$ cat src/rtl/instr_fetch_mem.sv
// Instruction fetch memory: program-port-written word array with a fixed-latency
// single-outstanding fetch interface and alignment/range error reporting.
module instr_fetch_mem #(
  parameter int DATA_W = 32,
  parameter int ADDR_W = 32,
  parameter int DEPTH  = 64,
  parameter int RD_LAT = 2,
  parameter logic [DATA_W-1:0] NOP_WORD = 32'h0
) (
  input  logic                       clk,
  input  logic                       rst_n,
  input  logic                       req_valid,
  output logic                       req_ready,
  input  logic [ADDR_W-1:0]          req_addr,
  output logic                       rsp_valid,
  input  logic                       rsp_ready,
  output logic [DATA_W-1:0]          rsp_instr,
  output logic [1:0]                 rsp_err,
  input  logic                       prog_we,
  input  logic [$clog2(DEPTH)-1:0]   prog_addr,
  input  logic [DATA_W-1:0]          prog_data,
  output logic                       busy
);

  localparam int IDX_W = $clog2(DEPTH);
  localparam int CNT_W = (RD_LAT > 1) ? $clog2(RD_LAT) : 1;

  typedef enum logic [1:0] {IDLE, WAIT, RESP} state_t;

  state_t              state, state_next;
  logic [CNT_W-1:0]    cnt, cnt_next;
  logic [ADDR_W-1:0]   addr_q;
  logic [ADDR_W-1:0]   fetch_addr;
  logic [IDX_W-1:0]    idx;
  logic [DATA_W-1:0]   mem [DEPTH];
  logic [DATA_W-1:0]   rd_word;
  logic [DATA_W-1:0]   instr_q;
  logic [1:0]          err_q;
  logic [1:0]          err_dec;
  logic                accept;
  logic                load_rsp;

  assign req_ready = (state == IDLE) && !prog_we;
  assign accept    = req_valid && req_ready;
  assign busy      = (state != IDLE);
  assign rsp_valid = (state == RESP);
  assign rsp_instr = rsp_valid ? instr_q : NOP_WORD;
  assign rsp_err   = rsp_valid ? err_q : 2'b00;

  // With RD_LAT=1 the response loads on the acceptance edge, before addr_q holds the address.
  assign fetch_addr = (state == IDLE) ? req_addr : addr_q;
  assign idx        = fetch_addr[IDX_W+1:2];

  always_comb begin
    err_dec = 2'b00;
    if (fetch_addr[1:0] != 2'b00) begin
      err_dec = 2'b01;
    end else if ((fetch_addr >> 2) >= ADDR_W'(DEPTH)) begin
      err_dec = 2'b10;
    end
  end

  // A program write landing on the capture edge is forwarded so it shows in the response.
  assign rd_word  = (prog_we && (prog_addr == idx)) ? prog_data : mem[idx];
  assign load_rsp = (state != RESP) && (state_next == RESP);

  always_comb begin
    state_next = state;
    cnt_next   = cnt;
    case (state)
      IDLE: begin
        if (accept) begin
          if (RD_LAT == 1) begin
            state_next = RESP;
          end else begin
            state_next = WAIT;
            cnt_next   = CNT_W'(1);
          end
        end
      end
      WAIT: begin
        if (cnt == CNT_W'(RD_LAT - 1)) begin
          state_next = RESP;
          cnt_next   = '0;
        end else begin
          cnt_next = cnt + CNT_W'(1);
        end
      end
      RESP: begin
        if (rsp_ready) begin
          state_next = IDLE;
        end
      end
      default: begin
        state_next = IDLE;
        cnt_next   = '0;
      end
    endcase
  end

  always_ff @(posedge clk or negedge rst_n) begin
    if (!rst_n) begin
      state   <= IDLE;
      cnt     <= '0;
      addr_q  <= '0;
      instr_q <= NOP_WORD;
      err_q   <= 2'b00;
    end else begin
      state <= state_next;
      cnt   <= cnt_next;
      if (accept) begin
        addr_q <= req_addr;
      end
      if (load_rsp) begin
        err_q   <= err_dec;
        instr_q <= (err_dec == 2'b00) ? rd_word : NOP_WORD;
      end
    end
  end

  // Storage has no reset so program contents survive rst_n.
  always_ff @(posedge clk) begin
    if (prog_we) begin
      mem[prog_addr] <= prog_data;
    end
  end

endmodule

$ cat config.mk
export PLATFORM = sky130hd
export DESIGN_NAME = instr_fetch_mem
export DESIGN_NICKNAME = d
export VERILOG_FILES = /design/src/rtl/instr_fetch_mem.sv
export SDC_FILE = /design/constraint.sdc
export NUM_CORES = 2
export LEC_CHECK = 0
export ABC_AREA = 1
export CAP_MARGIN = 20
export CORE_UTILIZATION = 30
export CTS_BUF_LIST = sky130_fd_sc_hd__clkbuf_8
export CTS_CLUSTER_SIZE = 40
export DETAILED_ROUTE_END_ITERATION = 10
export DONT_BUFFER_PORTS = 1
export PLACE_DENSITY = 0.41
export RECOVER_POWER = 25
export SYNTH_ARGS = -nofsm -noshare
export SYNTH_HDL_FRONTEND = slang
export SYNTH_SLANG_ARGS = --single-unit
$ cat constraint.sdc
create_clock -name clk -period 2.27 [get_ports clk]
set_clock_uncertainty 0.2 [all_clocks]
set_input_delay 0.1135 -clock clk [delete_from_list [all_inputs] [get_ports clk]]
set_output_delay 0.1135 -clock clk [all_outputs]
set_load 0.1 [all_outputs]
## Word level (Yosys, flattened, before mapping)

Memory sizes are Yosys's and may differ from the RTL's.
Cells that the tools add are included.

| operators by class | value |
|---|---|
| reduce and logical (&&, ||, !) cells | 10 |
| $add $sub $neg | 1 |
| $lt $le $gt $ge | 1 |
| equal/unequal tests | 6 |
| bitwise gates (word level) | 1 |
| multiplexer cells | 16 |

Operator list:

| operator | count |
|---|---|
| 2-to-1 mux 32 bit | 4 |
| greater-or-equal comparator 30 x 7 -> 1 bit (second input constant) | 1 |
| 2-to-1 mux 2 bit | 6 |
| == test 6 bit | 1 |
| case mux 2 bit (3 select lines) | 1 |
| == test 2 bit (second input constant) | 2 |
| logical AND 1 bit | 4 |
| zero test 2 bit | 2 |
| 2-to-1 mux 1 bit | 4 |
| inequality test 2 bit (second input constant) | 2 |
| nonzero test 2 bit | 2 |
| case mux 1 bit (3 select lines) | 1 |
| == test 2 x 1 -> 1 bit (second input constant) | 1 |
| AND reduction 2 bit | 1 |
| adder 1 bit (second input constant) | 1 |
| zero test 1 bit | 1 |
| NOT 1 bit | 1 |

| storage, ports and cells | value |
|---|---|
| input bits | 75 |
| RAM bits | 2048 |
| word-level logic and storage cells | 41 |
| memories kept | 1 |
| register bits after elaboration | 69 |

Memories:

| memory | depth | bits a word | read ports | clocked after Yosys merged registers in | wr ports | line | source |
|---|---|---|---|---|---|---|---|
| mem | 64 | 32 | 1 | 0 | 1 | 35 | `logic [DATA_W-1:0] mem [DEPTH];` |

## Longest topological paths before layout

| depth | value |
|---|---|
| depth in word-level cells | 7 |
| gate-level depth with buffers | 16 |

## Least setup slack after synthesis

No wires, ideal clock.

| timing | value |
|---|---|
| kind | flip-flop to output port |
| from | reg state[1] |
| to | out rsp_err[0] |
| data required time | 1.956 ns |
| path slack | -1.874 ns |
| arrival | 3.830 ns |
| buffers on the path | 1 |
| stages on the path, launching flop included | 6 |
| path through | dfrtp_1 -> inv_1 -> nor2_1 -> clkinv_1 -> clkbuf_1 -> nor2_1 |

| on the way | value |
|---|---|
| cells in the longest elaborated chain, start to end | 2 |

Ends and longest elaborated chain:

| element | line | source |
|---|---|---|
| from (decl) | 30 | `state_t state, state_next;` |
| from (signal assigned) | 109 | `state <= state_next;` |
| == test 2 bit | 46 | `assign rsp_valid = (state == RESP);` |
| net rsp_valid | 15 | `output logic rsp_valid,` |
| 2-to-1 mux 2 bit | 48 | `assign rsp_err = rsp_valid ? err_q : 2'b00;` |
| to (decl) | 18 | `output logic [1:0] rsp_err,` |

The timed path passes the listed nets, and every way through them passes these cells.

## Worst setup path after layout

| timing | value |
|---|---|
| from | reg state[0] |
| to | out rsp_instr[15] |

| on the way | value |
|---|---|
| cells in the longest elaborated chain, start to end | 2 |

Ends and longest elaborated chain:

| element | line | source |
|---|---|---|
| == test 2 bit | 46 |  |
| 2-to-1 mux 32 bit | 47 | `assign rsp_instr = rsp_valid ? instr_q : NOP_WORD;` |
| to (decl) | 17 | `output logic [DATA_W-1:0] rsp_instr,` |

Every way passes these cells.

==> impl_results.md <==
* Die Height at 555.5 microns
* TritonCTS clock tree: done
* Residual DRC at 0
* CP arrival at 2.72 ns
* Power per cell area at 1428 mW/mm^2
* P_leak at 49.32 nW
* Filler cell count at 29.77k
* Crit-path max FO at 5
* Cells after Synth at 8861
* Violated checks: max-capacitance violations, max-slew violations, negative setup slack
* Root buffer cell: clkbuf_8
* Relative slew slack at -0.1820
* Post-Synthesis Net Count at 8936
* Crit path to: rsp_instr[15]
* Routed wire per std cell at 24.56 microns
* FF-to-FF path depth at 18
* Placer Congestion at 0.8294
* Slew Viols, Final at 82
* Status: complete, but fails checks
* Final Util at 0.3891
* Setup Viol. Count Final at 117
* CP Launch Type: register
* Max cap viols at 2
* Worst-Skew Late Latency at 1.06 ns
* R2R Path Start: state[0]$_DFF_PN0_
* Largest net degree at the start of global routing at 70
* TritonRoute pass-1 iters at 7
* Tot GR Track Use at 0.2195
* Bufs on Longest Clock Path at 4
* Yosys reg bits at 2117
* Worst-path clk slew at 0.06 ns
* Peak VDD IR at 0.0008962 V
* Number of global-route vias before repair at 65.71k
* DP Wirelength at 186600 microns
* Layout cells sized above 1 at 0.1637
* Antenna Nets Post-Route at 0
* Final Hold Violating Endpoints at 0
* Distinct cell type count after synthesis at 32
* # H-tree levels at 5
* Yosys warning total at 0
* Port Buffer Count at 0
* First-pass GRT wire length at 485600 microns
* Cell row count at 202
* Antenna violations before repair at 26
* Die width at 555.5 microns
* Area delta synth->final at 28.61%
* Setup CP Type: register to primary output
* Worst Max-Slew Pin Slew at 1.773 ns
* Cells on Worst Hold Path at 3
* Tightest Hold Check Type: input pin to register
* RSZ-0062 raised after global routing: true
* Worst Setup SP: state[0]$_DFF_PN0_
* Flop2flop setup slack at -0.73 ns
* Sequential area share after synthesis at 0.6880
* Peak Freq at 329.6 MHz
* GR Overflow Total at 0
* Initial Util at 0.3025
* Crit. End Element: primary output
* Final WL at 348700 microns
* CTS Sinks at 2117
* CP required at 1.96 ns
* Dpl ws at -1.011 ns
* Final worst path period need at 3.034 ns
* Core box area at 0.3038 sq mm
* Die ar. at 0.3086 sq mm
* Routed vias/inst at 4.731
* Vias post-DR at 67.16k
* Worst Hold Slack at 0.1631 ns
* Avg Synthesized Cell Area at 10.37 sq um
* TritonCTS Buffers at 386
* RR Endpoint: instr_q[13]$_DFFE_PN0P_
* # IOs at 112
* Post-Syn Area at 0.09190 sq mm
* Final Cycle Share at 1.336
* Pwr Total at 168.8 mW
* DR iter-0 viols at 6045
* Nets at 9875
* Final Worst Setup Slack at -0.7638 ns
-- metrics by stage --
step | TNS (ns) | instances | instance area (sq um)
2_1_floorplan | -228.55 | 8861 | 92410
3_3_place_gp | -26.03 | 13140 | 103800
3_5_place_dp | -26.38 | 13140 | 103800
4_1_cts | -46.68 | 14110 | 116300
5_1_grt | -52.59 | 14190 | 118200
6_report | -47.19 | 14200 | 118200
-- per-layer routing --
metal / routed length [microns] / GRT usage / vias up
li1: - / - / 30930
met1: 155500 / 0.3034 / 33460
met2: 159500 / 0.3533 / 2224
met3: 20900 / 0.03069 / 539
met4: 12740 / 0.07275 / 6
met5: 45 / 0 / -
-- state kept, by name, indices dropped and copies added (netlist names) --
| name | cells |
|---|---|
| addr_q | 32 |
| mem | 2048 |
| cnt | 1 |
| instr_q | 32 |
| err_q | 2 |
| state | 2 |
-- critical path, cell delays in order (launching register included) --
cell and delay (ns):
dfrtp_2 0.45, buf_4 0.15, buf_6 0.11, nor2_4 0.14
buf_12 0.19, clkinv_16 0.10, nor2_4 0.31, buf_12 0.22
-- how the worst min path moves through the flow --
stage	from	endpoint	slack (ns)
after global placement	rst_n	addr_q[13]$_DFFE_PN0P_	-0.38
after global routing	req_addr[13]	addr_q[13]$_DFFE_PN0P_	0.11
final	req_addr[26]	addr_q[26]$_DFFE_PN0P_	0.16
after detailed placement	rst_n	addr_q[10]$_DFFE_PN0P_	-0.38
after floorplan	rst_n	addr_q[0]$_DFFE_PN0P_	-0.38
after CTS	req_addr[28]	addr_q[28]$_DFFE_PN0P_	0.006
-- synthesized netlist by cell type (all sizes together) --
library cell | instances | area, sq um
a21oi | 4 | 20.02
a31o | 1 | 8.760
a31oi | 1 | 6.260
a41oi | 1 | 8.760
buf | 388 | 1989
clkbuf | 78 | 292.8
clkinv | 2 | 7.510
dfrtp | 69 | 1727
edfxtp | 2048 | 61500
inv | 1795 | 6738
mux2 | 8 | 90.09
nand2 | 2184 | 8218
nand3 | 2026 | 10140
nand4 | 5 | 31.28
nor2 | 176 | 668.1
nor3 | 10 | 50.05
nor4 | 4 | 25.02
o2111ai | 1 | 8.760
o211ai | 20 | 150.1
o21ai | 36 | 195.2
o22ai | 1 | 6.260
o31ai | 1 | 7.510
xor2 | 2 | 17.52
-- cell families after synthesis --
family / Yosys count / share of synthesized area
simple gates: 4405 / 0.2082
xor+xnor: 2 / 0.0001906
flops: 2117 / 0.6880
compound gates: 66 / 0.004479
buf+inv: 2263 / 0.09823
mux: 8 / 0.0009803
-- report_power, final --
group	internal [mW]	leakage, nW	switching (mW)
Clock	16.7	4.06	16.7
Combinational	36.3	25.9	55.3
Sequential	43.5	19.3	0.327
-- cell usage in the layout, fill, tap and decap left out, types with 19 or more instances in the layout --
master         netlist  routed
buf_12               0     249
buf_16               0     111
buf_4               35     383
buf_6                1      66
clkbuf_16            0      30
clkbuf_8             0     402
clkinv_1             2      86
clkinv_2             0      30
dfrtp_1             69      68
diode_2              0      21
dlygate4sd3_1        0     142
edfxtp_1          2048    2048
inv_1             1792    1932
nand2_1           2178    2157
nand2_2              5      19
nand3_1           2026    1878
nand3_2              0     128
nand3_4              0      20
nor2_1             175      47
nor2_4               1     112
o211ai_1            20      20
o21ai_0             31      30
-- repair_timing --
item | in CTS | in global routing
pin swaps | 41 | 52
endpoints found under the hold margin | 4234 | 1
setup buffers | 51 | 41
setup endpoints to repair | 69 | 69
cloned | 28 | 32
hold buffers | 207 | 1
gates resized for setup | 237 | 211
-- area by class of cell --
cell class | count | area [sq um] | share of cell area
sequential | 2117 | 63230 | 0.5349
multi-input combinational | 4481 | 21600 | 0.1827
timing repair buffer | 1015 | 14490 | 0.1226
inverter | 1797 | 6815 | 0.05766
clock buffer | 402 | 5533 | 0.04681
tap | 4080 | 5105 | 0.04319
clock inverter | 282 | 1331 | 0.01126
antenna | 21 | 52.55 | 0.0004446
timing repair inverter | 2 | 46.29 | 0.0003917
Note: power is estimated with default switching activity, not from simulation.
